### config.mk
export PLATFORM = sky130hd
export DESIGN_NAME = counter_seq_ctrl
export DESIGN_NICKNAME = d
export VERILOG_FILES = /design/src/rtl/counter_seq_pkg.sv /design/src/rtl/counter_seq_ctrl_cnt_core.sv /design/src/rtl/counter_seq_ctrl.sv
export SDC_FILE = /design/constraint.sdc
export NUM_CORES = 1
export LEC_CHECK = 0
export CORE_UTILIZATION = 45
export DETAILED_ROUTE_END_ITERATION = 12
export PLACE_DENSITY_LB_ADDON = 0.1
export SLEW_MARGIN = 20
export SYNTH_ARGS = -nofsm -noshare
export SYNTH_HDL_FRONTEND = slang
export SYNTH_SLANG_ARGS = --single-unit
### constraint.sdc
create_clock -name clk -period 1.5 [get_ports clk]
set_clock_uncertainty 0.2 [all_clocks]
set_input_delay 0.3 -clock clk [delete_from_list [all_inputs] [get_ports clk]]
set_output_delay 0.3 -clock clk [all_outputs]
set_load 0.05 [all_outputs]
### src/rtl/counter_seq_pkg.sv
// Shared definitions for the command-driven counter sequencer:
// FSM state encoding and the cmd_op command codes.
package counter_seq_pkg;

    typedef enum logic [1:0] {
        ST_IDLE  = 2'b00,
        ST_RUN   = 2'b01,
        ST_PAUSE = 2'b10,
        ST_DONE  = 2'b11
    } state_t;

    localparam logic [1:0] OP_START  = 2'b00;
    localparam logic [1:0] OP_STOP   = 2'b01;
    localparam logic [1:0] OP_PAUSE  = 2'b10;
    localparam logic [1:0] OP_RESUME = 2'b11;

endpackage

### src/rtl/counter_seq_ctrl_cnt_core.sv
// Counter register with synchronous clear (priority) and count enable;
// sequencing decisions are made entirely by the controlling FSM.
module cnt_core #(
    parameter int CNT_W = 4
) (
    input  logic             clk,
    input  logic             rst,
    input  logic             clr,
    input  logic             en,
    output logic [CNT_W-1:0] count
);

    logic [CNT_W-1:0] r_count;

    always_ff @(posedge clk) begin
        if (rst || clr) begin
            r_count <= '0;
        end else if (en) begin
            r_count <= r_count + CNT_W'(1);
        end
    end

    assign count = r_count;

endmodule

### src/rtl/counter_seq_ctrl.sv
// Command-driven counter sequencer: START/STOP/PAUSE/RESUME control of a
// counter running to a latched terminal count, with optional auto-reload.
module counter_seq_ctrl
    import counter_seq_pkg::*;
#(
    parameter int CNT_W  = 4,
    parameter int WRAP_W = 8
) (
    input  logic              clk,
    input  logic              rst,
    input  logic              cmd_valid,
    output logic              cmd_ready,
    input  logic [1:0]        cmd_op,
    input  logic [CNT_W-1:0]  cmd_limit,
    input  logic              cmd_reload,
    output logic [CNT_W-1:0]  count,
    output logic              busy,
    output logic              paused,
    output logic              done,
    output logic [WRAP_W-1:0] wrap_cnt
);

    state_t              r_state;
    logic [CNT_W-1:0]    r_limit;
    logic                r_reload;
    logic                r_busy;
    logic                r_paused;
    logic                r_done;
    logic [WRAP_W-1:0]   r_wrap;

    logic [CNT_W-1:0]    w_count;
    logic                w_acc;
    logic                w_start;
    logic                w_run;
    logic                w_term;
    logic                w_clr;
    logic                w_en;

    assign cmd_ready = (r_state != ST_DONE);
    assign w_acc     = cmd_valid && cmd_ready;
    assign w_start   = w_acc && (cmd_op == OP_START);
    assign w_run     = (r_state == ST_RUN);
    assign w_term    = (w_count == r_limit);

    // Terminal detection gates the increment, so count never passes the limit.
    // Any accepted command other than an (ignored) RESUME in RUN overrides counting.
    assign w_clr = w_start || (w_run && w_term && r_reload && !w_acc);
    assign w_en  = w_run && !w_term && !(w_acc && (cmd_op != OP_RESUME));

    cnt_core #(
        .CNT_W (CNT_W)
    ) u_cnt_core (
        .clk   (clk),
        .rst   (rst),
        .clr   (w_clr),
        .en    (w_en),
        .count (w_count)
    );

    always_ff @(posedge clk) begin
        if (rst) begin
            r_state  <= ST_IDLE;
            r_limit  <= '0;
            r_reload <= 1'b0;
            r_busy   <= 1'b0;
            r_paused <= 1'b0;
            r_done   <= 1'b0;
            r_wrap   <= '0;
        end else begin
            r_done <= 1'b0;
            if (w_start) begin
                r_state  <= ST_RUN;
                r_limit  <= cmd_limit;
                r_reload <= cmd_reload;
                r_busy   <= 1'b1;
                r_paused <= 1'b0;
                r_wrap   <= '0;
            end else begin
                case (r_state)
                    ST_IDLE: begin
                    end
                    ST_RUN: begin
                        if (w_acc) begin
                            if (cmd_op == OP_STOP) begin
                                r_state <= ST_IDLE;
                                r_busy  <= 1'b0;
                            end else if (cmd_op == OP_PAUSE) begin
                                r_state  <= ST_PAUSE;
                                r_paused <= 1'b1;
                            end
                        end else if (w_term) begin
                            r_done <= 1'b1;
                            if (r_reload) begin
                                if (r_wrap != '1) begin
                                    r_wrap <= r_wrap + WRAP_W'(1);
                                end
                            end else begin
                                r_state <= ST_DONE;
                                r_busy  <= 1'b0;
                            end
                        end
                    end
                    ST_PAUSE: begin
                        if (w_acc) begin
                            if (cmd_op == OP_STOP) begin
                                r_state  <= ST_IDLE;
                                r_busy   <= 1'b0;
                                r_paused <= 1'b0;
                            end else if (cmd_op == OP_RESUME) begin
                                r_state  <= ST_RUN;
                                r_paused <= 1'b0;
                            end
                        end
                    end
                    ST_DONE: begin
                        r_state <= ST_IDLE;
                    end
                    default: begin
                        r_state <= ST_IDLE;
                    end
                endcase
            end
        end
    end

    assign count    = w_count;
    assign busy     = r_busy;
    assign paused   = r_paused;
    assign done     = r_done;
    assign wrap_cnt = r_wrap;

endmodule
==> results of run 1 <==
-- routing by layer --
metal	track usage	GRT overflow
met1	0.5372	0
met2	0.7988	1
met3	0.3667	0
met4	0.5983	2
met5	0.1042	0
-- cells in the mapped netlist --
cell / count
or4_1: 2
mux2i_1: 10
inv_1: 7
ha_1: 6
o21ai_1: 2
clkbuf_1: 1
buf_2: 3
xnor2_1: 4
o21ai_0: 5
nor2_1: 9
and3_1: 1
and4_1: 1
a21oi_1: 9
a32oi_1: 1
nand4b_1: 1
inv_2: 1
a21oi_2: 1
nor2b_1: 1
o211a_1: 1
nand4_1: 2
o211ai_1: 2
o31a_1: 1
o311ai_1: 1
o221ai_1: 1
nor4_1: 4
o21a_1: 1
or3_1: 3
or2_1: 1
and2b_2: 1
and2_1: 3
nor3_1: 5
o31ai_1: 3
a211oi_1: 1
nand2_1: 13
a31o_1: 1
or4_4: 1
nand3_1: 6
nand4_2: 1
o21bai_1: 1
nand2b_1: 5
dfxtp_1: 22
-- logic make-up after synthesis --
kind of cell	count (synthesis)
AO/OA/AOI/OAI	31
XOR/XNOR	4
adder cells (fa/ha/maj)	6
buffers and inverters	12
flip-flops	22
multiplexers	10
AND/OR/NAND/NOR	60
-- metrics by stage --
step / hold WS [ns] / util / setup slack, ns
CTS: 0.3311 / 0.9053 / -0.2336
detailed placement: 0.3123 / 0.8214 / -0.6639
global placement: 0.3172 / 0.8214 / -0.5777
floorplan: 0.2472 / - / -0.1686
-- what timing repair did --
item / CTS
pin swaps: 9
endpoints found under the setup margin: 24
gates resized for setup: 31
buffers inserted: 7
==> impl_metrics.json, run 1 <==
{
  "clockBufferDepth": 2,
  "ys_warn_count": 0,
  "synth_cells": 145,
  "synth_top_family_by_area": "simple AND/OR/NAND/NOR gates",
  "synth_simple_gate_area_share": 0.2665,
  "gp_congestion": 0.8742,
  "grt.overflow.total": 3,
  "rows": 18,
  "synth_area_leader_cell": "dfxtp_1",
  "die_w_um": 54.28,
  "synth-compound-area-share": 0.1648,
  "synth_adder_area_share": 0.06104,
  "synth_area_mm2": 0.001230,
  "io_pins": 26,
  "die_y_um": 54.28,
  "yosys.area.top_type_share": 0.3581,
  "start_util": 0.4876,
  "synth.avg_cell_area_um2": 8.482,
  "yosysSeqAreaShare": 0.3581,
  "cts.sinks": 22,
  "cts-root-buf": "clkbuf_4",
  "worstEndpointType": "register input",
  "dp_cells": 234,
  "stop_error": "[ERROR GRT-0232] Routing congestion too high. Check the congestion heatmap in the GUI.",
  "netlist_top_cells_area": "dfxtp_1 36%, mux2i_1 8.1%, ha_1 6.1%, nand2_1 4.0%, a21oi_1 3.7%",
  "synth_mux_area_frac": 0.08138,
  "lastStage": "5_1_grt",
  "numPortBuffers": 25,
  "cts_hold_buf": 0,
  "worst_endpoint": "wrap_cnt[6]$_SDFFE_PP0P_/D",
  "synth_xor_area_frac": 0.02848,
  "ctsHtreeMaxLevel": 1,
  "synth.distinct_cells": 41,
  "ys_ff_latch": 22,
  "synth_nets": 161,
  "place_hpwl_mm": 2.819,
  "grt_start_max_net_pins": 13,
  "placed_area_mm2": 0.002072,
  "outcome": "did not finish",
  "grtUsageTotal": 0.5724,
  "cts_made_buffers": 3
}
==> inputs of run 2 (changes only) <==
--- a/config.mk
+++ b/config.mk
@@ -5,9 +5,10 @@
 export SDC_FILE = /design/constraint.sdc
 export NUM_CORES = 1
 export LEC_CHECK = 0
-export CORE_UTILIZATION = 45
+export CORE_AREA = 2 2 63 65
 export DETAILED_ROUTE_END_ITERATION = 12
-export PLACE_DENSITY_LB_ADDON = 0.1
+export DIE_AREA = 0 0 65 67
+export PLACE_DENSITY_LB_ADDON = 0.15
 export SLEW_MARGIN = 20
 export SYNTH_ARGS = -nofsm -noshare
 export SYNTH_HDL_FRONTEND = slang
==> constraint.sdc (replaced) <==
create_clock -name clk -period 1.95 [get_ports clk]
set_clock_uncertainty 0.2 [all_clocks]
set_input_delay 0.39 -clock clk [delete_from_list [all_inputs] [get_ports clk]]
set_output_delay 0.39 -clock clk [all_outputs]
set_load 0.05 [all_outputs]
==> run 2 against run 1 <==
Net effect:
- the flow now finishes without violations
- synthesized cell count unchanged
- area after synthesis unchanged
==> impl_metrics.json, run 2 <==
{
  "place_hpwl_mm": 2.424,
  "outcome": "finished clean",
  "grt_pass1_vias": 1192,
  "power.density_mw_per_mm2": 590.8,
  "fmax_mhz": 531.4,
  "clk_pin_slew_ns": 0.08,
  "final_design_area_no_fill_mm2": 0.001769,
  "cts-root-buf": "clkbuf_8",
  "grt_setup_unrepaired": "no",
  "worstSetupPathType": "in -> reg",
  "vias_per_cell": 5.151,
  "synth.avg_cell_area_um2": 8.482,
  "cts_made_buffers": 3,
  "synth_area_mm2": 0.001230,
  "die_y_um": 67,
  "synth_nets": 161,
  "dr.pass1.iters": 4,
  "r2r_end": "wrap_cnt[1]$_SDFFE_PP0P_",
  "tritoncts": "built",
  "grtUsageTotal": 0.1533,
  "cts.sinks": 22,
  "critPathLaunchType": "primary input",
  "synth_area_leader_cell": "dfxtp_1",
  "drc": 0,
  "grt_start_max_net_pins": 14,
  "required_ns": 1.94,
  "antenna_found_initial": 0,
  "slew_headroom": 0.7926,
  "num_vias": 1231,
  "finalNetCount": 208,
  "grt_pass1_wl_mm": 5.168,
  "fin_crit_ns": 1.882,
  "synth_common_cells": "22 x dfxtp_1, 13 x nand2_1, 10 x mux2i_1, 9 x a21oi_1, 9 x nor2_1",
  "ys_ff_latch": 22,
  "routedWlPerCell_um": 12.94,
  "grt.overflow.total": 0,
  "endpoint_kind": "flop",
  "core-area_mm2": 0.003606,
  "clk_latency_ns": 0.26,
  "clockBufferDepth": 2,
  "arrival_ns": 1.87,
  "synth_cells": 145,
  "setup_viol": 0,
  "synth.most_common_cell": "dfxtp_1",
  "min_path_cells": 2,
  "numPortBuffers": 25,
  "gp_congestion": 0.8196,
  "tightest_slew_ns": 0.3083,
  "die_area_mm2": 0.004355,
  "die_w_um": 65,
  "r2r_cells": 6,
  "fillerInstances": 350,
  "placed_area_mm2": 0.001664,
  "ys_dominant_reg_cell": "dfxtp_1",
  "synth_edf_count": 0,
  "n_antenna_cell": 0,
  "async_flop_share": 0,
  "netlist_top_cells_area": "dfxtp_1 36%, mux2i_1 8.1%, ha_1 6.1%, nand2_1 4.0%, a21oi_1 3.7%",
  "max-vdd-ir-drop_uv": 310.1,
  "start_util": 0.3411,
  "leakage_nw": 0.6793,
  "finalSetupTns_ns": 0,
  "io_pins": 26,
  "hold_class": "reg -> reg",
  "ant_nets": 0,
  "final_cell_mix": "35 x buf_4, 16 x dfxtp_1, 13 x nand2_1",
  "worstPathMaxFanout": 4,
  "r2r-start": "u_cnt_core.count[3]$_SDFFE_PP0P_",
  "ctsHtreeMaxLevel": 1,
  "rows": 22,
  "period_share": 0.9650,
  "r2r_slack_ns": 0.13,
  "drtIter0Drc": 75,
  "routed_wl_mm": 3.092,
  "hp-start": "wrap_cnt[1]$_SDFFE_PP0P_",
  "ys_warn_count": 0,
  "area_growth_pct": 43.85,
  "drive_above_1_share": 0.3089,
  "largest_reg_flops": 8,
  "maxCapViolCount": 0,
  "slew_violations": 0,
  "yosysSeqAreaShare": 0.3581,
  "final_common_cell": "buf_4",
  "synth.distinct_cells": 41,
  "worstHoldEndpoint": "wrap_cnt[1]$_SDFFE_PP0P_",
  "yosys.area.top_type_share": 0.3581,
  "hold_viol_final": 0
}
## run 2: area by class of cell
type / count / area [um^2] / area share
flip-flops and latches: 22 / 447.9 / 0.2532
inverters: 8 / 30.03 / 0.01697
clock buffers: 3 / 41.29 / 0.02334
multi-input cells: 111 / 767.0 / 0.4335
well taps: 48 / 60.06 / 0.03395
clock inverters: 1 / 30.03 / 0.01697
repair buffers: 46 / 392.9 / 0.2221
## run 2: cell families (layout without fill, tap and decap cells)
family / Yosys count / count (layout) / synth area share
AOI/OAI and AO/OA: 31 / 31 / 0.1648
xor gates and xnor gates: 4 / 4 / 0.02848
adders and majority gates: 6 / 6 / 0.06104
buffers and inverters: 12 / 58 / 0.03967
DFF: 22 / 22 / 0.3581
muxes: 10 / 10 / 0.08139
and+or+nand+nor: 60 / 60 / 0.2665
## run 2: how the worst max path moves through the flow
stage | start | slack, ns | cells past startpoint | endpoint
after floorplan | r_state[1]$_SDFFE_PP0P_ | 0.1 | 5 | wrap_cnt[2]$_SDFFE_PP0P_
after global placement | cmd_op[0] | -0.28 | 7 | u_cnt_core.count[1]$_SDFFE_PP0P_
after detailed placement | cmd_op[0] | -0.37 | 8 | wrap_cnt[7]$_SDFFE_PP0P_
after CTS | cmd_op[0] | 0.02 | 8 | wrap_cnt[7]$_SDFFE_PP0P_
after global routing | cmd_op[0] | 0.001 | 7 | u_cnt_core.count[2]$_SDFFE_PP0P_
final | cmd_op[0] | 0.07 | 7 | wrap_cnt[2]$_SDFFE_PP0P_
## run 2: metrics by stage
| step | setup slack, ns | std cells | util | hold WS, ns | total power [mW] |
|---|---|---|---|---|---|
| final | 0.06824 | 239 | 0.4906 | 0.2831 | 1.045 |
| after global routing | 0.001067 | 239 | 0.4906 | 0.3033 | 1.092 |
| after CTS | 0.01902 | 238 | 0.4830 | 0.2857 | 1.053 |
| after detailed placement | -0.3715 | 234 | 0.4615 | 0.2705 | 0.6132 |
| after global placement | -0.2801 | 234 | 0.4615 | 0.2640 | 0.6095 |
| after floorplan | 0.09944 | 145 | - | 0.2817 | 0.5454 |
## run 2: critical path: stages
cell             delay, ns
clkdlybuf4s50_1       0.49
inv_2                 0.05
ha_2                  0.18
and2_4                0.17
and2_1                0.17
or2_4                 0.26
a211oi_1              0.15
## run 2: repair_timing
action                                  CTS  global route
pin swaps                                 0             2
endpoints found under the setup margin   10            18
gates resized for setup                   2             7
hold buffers                              0             0
buffers inserted                          0             1
## run 2: report_power, final
part           internal, mW  leakage [nW]  switching [mW]
Sequential            0.456         0.181         0.00630
Combinational        0.0730         0.463          0.0780
Clock                 0.274        0.0357           0.158
Total                 0.803         0.679           0.242
## run 2: metal layers
metal | vias to the layer above | GRT usage | share of wire
met5 | - | 0 | 0
met4 | 0 | 0.06649 | 0.0055
met3 | 2 | 0.03041 | 0.045
met2 | 29 | 0.2655 | 0.50
met1 | 582 | 0.1834 | 0.45
li1 | 618 | - | -
(Power assumes the default switching activity.)
==> inputs of run 3 (changes only) <==
--- a/config.mk
+++ b/config.mk
@@ -6,6 +6,7 @@
 export NUM_CORES = 1
 export LEC_CHECK = 0
 export CORE_AREA = 2 2 63 65
+export CTS_CLUSTER_DIAMETER = 80
 export DETAILED_ROUTE_END_ITERATION = 12
 export DIE_AREA = 0 0 65 67
 export PLACE_DENSITY_LB_ADDON = 0.15
==> results of run 3 <==
No change in the layout: final DEF, timing and power equal those of run 2.
==> inputs of run 4 (changes only) <==
--- a/config.mk
+++ b/config.mk
@@ -5,11 +5,12 @@
 export SDC_FILE = /design/constraint.sdc
 export NUM_CORES = 1
 export LEC_CHECK = 0
-export CORE_AREA = 2 2 63 65
+export ABC_AREA = 1
+export CORE_UTILIZATION = 34
 export CTS_CLUSTER_DIAMETER = 80
 export DETAILED_ROUTE_END_ITERATION = 12
-export DIE_AREA = 0 0 65 67
 export PLACE_DENSITY_LB_ADDON = 0.15
+export SKIP_LAST_GASP = 1
 export SLEW_MARGIN = 20
 export SYNTH_ARGS = -nofsm -noshare
 export SYNTH_HDL_FRONTEND = slang
==> run 4 against run 3 <==
Net effect:
- sequential share of layout area fell by 0.82 points
- total power decreased by 15%
- sequential power is 0.9% higher
- fmax grew 0.61%
- worst hold slack got worse by 0.0093 ns
- flip-flop and latch count unchanged
- largest cell class unchanged
- largest power group unchanged
- highest routed layer unchanged
==> impl_metrics.json, run 4 <==
{
  "outcome": "finished clean",
  "required_ns": 1.93,
  "critPathLaunchType": "primary input",
  "yosysSeqAreaShare": 0.3327,
  "clk_latency_ns": 0.25,
  "finalSetupTns_ns": 0,
  "final_design_area_no_fill_mm2": 0.001798,
  "dp_cells": 273,
  "worstSetupPathType": "in -> reg",
  "hold_viol_final": 0,
  "dr.pass1.iters": 4,
  "final_common_cell": "nand2_1",
  "fin_ws_ns": 0.07972,
  "grt_pass1_vias": 1286,
  "ys_ff_latch": 22,
  "hold_class": "reg -> reg",
  "arrival_ns": 1.85,
  "place_hpwl_mm": 2.462,
  "io_pins": 26,
  "slowest_delay_ns": 0.60,
  "cts-root-buf": "clkbuf_8",
  "routedWlPerCell_um": 11.32,
  "die_area_mm2": 0.004147,
  "numPortBuffers": 25,
  "finalNetCount": 246,
  "synth.avg_cell_area_um2": 7.079,
  "synth.most_common_cell": "nand2_1",
  "drc": 0,
  "area_growth_pct": 35.82,
  "fmax_mhz": 534.7,
  "die_w_um": 64.40,
  "fillerInstances": 379,
  "num_vias": 1339,
  "grt_pass1_wl_mm": 5.451,
  "leakage_nw": 0.7860,
  "synth_edf_count": 0,
  "final_cell_mix": "43 x nand2_1, 25 x buf_4, 22 x inv_1, 22 x dfxtp_1, 18 x a21oi_1",
  "cp_common_cell": "nand2_1",
  "ant_nets": 0,
  "grt_start_max_net_pins": 12,
  "die_y_um": 64.40,
  "ys_warn_count": 0,
  "critPathTopFamily": "buffers and inverters",
  "clockBufferDepth": 2,
  "gp_congestion": 0.8806,
  "tightest_slew_ns": 0.2846,
  "clk_pin_slew_ns": 0.07,
  "drtIter0Drc": 29,
  "post-cts-setup-buffers": 0,
  "max-vdd-ir-drop_uv": 237.6,
  "crit_buf_inv": 3,
  "placed_area_mm2": 0.001757,
  "synth_common_cells": "43 x nand2_1, 22 x dfxtp_1, 22 x inv_1, 18 x a21oi_1, 14 x nand3_1",
  "async_flop_share": 0,
  "timing.hold.ws_ns": 0.2737,
  "seqPwrFrac": 0.521,
  "grt.overflow.total": 0,
  "ctsHtreeMaxLevel": 1,
  "worstPathMaxFanout": 5,
  "cp_slowest_cell": "clkdlybuf4s50_1",
  "crit_path_cell_trace": "clkdlybuf4s50_1 -> inv_2 -> a21oi_2 -> buf_4 -> nand2_1 -> nand3_1 -> nand2_1 -> a21oi_1",
  "cts_hold_buf": 0,
  "endpoint_kind": "flop",
  "ys_dominant_reg_cell": "dfxtp_1",
  "intPower_mw": 0.6581,
  "core-area_mm2": 0.003689,
  "drive_above_1_share": 0.2281,
  "p_comb_frac": 0.172,
  "largest_reg_flops": 8,
  "synth.distinct_cells": 29,
  "power_switching_mw": 0.2354,
  "dp_slack_ns": -0.1290,
  "clkPwrFrac": 0.307,
  "vias_per_cell": 4.851,
  "grtUsageTotal": 0.1646,
  "start_util": 0.3589,
  "period_share": 0.9591,
  "yosys.area.top_type_share": 0.3327,
  "fin_crit_ns": 1.870,
  "switching_share": 0.2635,
  "antenna_found_initial": 0,
  "maxCapViolCount": 0,
  "slew_violations": 0,
  "fin_cells": 276,
  "cts_resized": 0,
  "grt_setup_unrepaired": "yes",
  "setup_viol": 0,
  "synth_nets": 203,
  "power.density_mw_per_mm2": 497.0,
  "cts.sinks": 22,
  "tritoncts": "built",
  "slew_headroom": 0.8100,
  "netlist_top_cells_area": "dfxtp_1 33%, nand2_1 12%, a21oi_1 6.8%, inv_1 6.2%, ha_1 5.7%",
  "synth_area_mm2": 0.001324,
  "cts_made_buffers": 3,
  "synth_cells": 187,
  "rows": 22,
  "n_antenna_cell": 0,
  "synth_area_leader_cell": "dfxtp_1",
  "routed_wl_mm": 3.125
}
## run 4: cell types whose count changed in the layout (fill, tap and decap cells not counted), sizes merged, moves of 4 or more
cell	before	now
nor4	4	0
nand2b	5	0
inv	8	28
mux2i	10	0
a21oi	10	19
xor2	0	4
nor2	9	16
nand2	13	47
nand4	3	8
buf	37	30
nand3	6	15
## run 4: path summary, 6_finish.rpt
| kind | start | endpoint | slack (ns) | cells after the start |
|---|---|---|---|---|
| worst min register to register | r_limit[0]$_SDFFE_PP0P_ | r_limit[0]$_SDFFE_PP0P_ | 0.27 | 2 |
| worst max-delay path | cmd_valid | u_cnt_core.count[1]$_SDFFE_PP0P_ | 0.08 | 8 |
| worst max register to register | u_cnt_core.count[0]$_SDFFE_PP0P_ | u_cnt_core.count[1]$_SDFFE_PP0P_ | 0.25 | 8 |
| worst min-delay path | r_limit[0]$_SDFFE_PP0P_ | r_limit[0]$_SDFFE_PP0P_ | 0.27 | 2 |
## run 4: cells by family (layout without fill, tap and decap cells)
family	after synthesis	count (layout)	share of synthesized area
AOI/OAI and AO/OA	31	31	0.1304
xor gates and xnor gates	6	6	0.03970
adders and majority gates	6	6	0.05671
buffers and inverters	29	70	0.08507
DFF	22	22	0.3327
and+or+nand+nor	93	93	0.3554
## run 4: final cells by class
class                      instances  area [um^2]  share of cell area
clock buffer                       3        41.29             0.02296
tap                               48        60.06             0.03340
timing repair buffer              39        377.9              0.2102
multi-input combinational        136        770.7              0.4287
inverter                          28        107.6             0.05985
sequential                        22        440.4              0.2450
## run 4: metal layers
metal	up-vias	track usage	wire [um]
met2	17	0.3039	1584
li1	696	-	-
met1	622	0.1931	1422
met5	-	0	0
met3	4	0.02857	84
met4	0	0.04167	34
## run 4: worst reg2reg max path, delay by kind of cell (launching register included)
| kind | cells | cell delay, ns |
|---|---|---|
| buffers and inverters | 1 | 0.08 |
| and+or+nand+nor | 6 | 0.72 |
| DFF | 1 | 0.49 |
| AOI/OAI and AO/OA | 1 | 0.15 |
## run 4: power by group through the flow
| stage | registers (mW) | clock network (mW) | logic (mW) |
|---|---|---|---|
| floorplan | 0.484 | 0 | 0.0856 |
| global placement | 0.476 | 0 | 0.151 |
| detailed placement | 0.476 | 0 | 0.153 |
| CTS | 0.466 | 0.286 | 0.154 |
| global route | 0.467 | 0.300 | 0.170 |
| finish | 0.466 | 0.274 | 0.154 |
## run 4: through the flow
step	power [mW]	util
after CTS	0.9065	0.4874
after floorplan	0.5696	-
after global routing	0.9376	0.4874
final	0.8935	0.4874
after detailed placement	0.6295	0.4763
after global placement	0.6275	0.4763
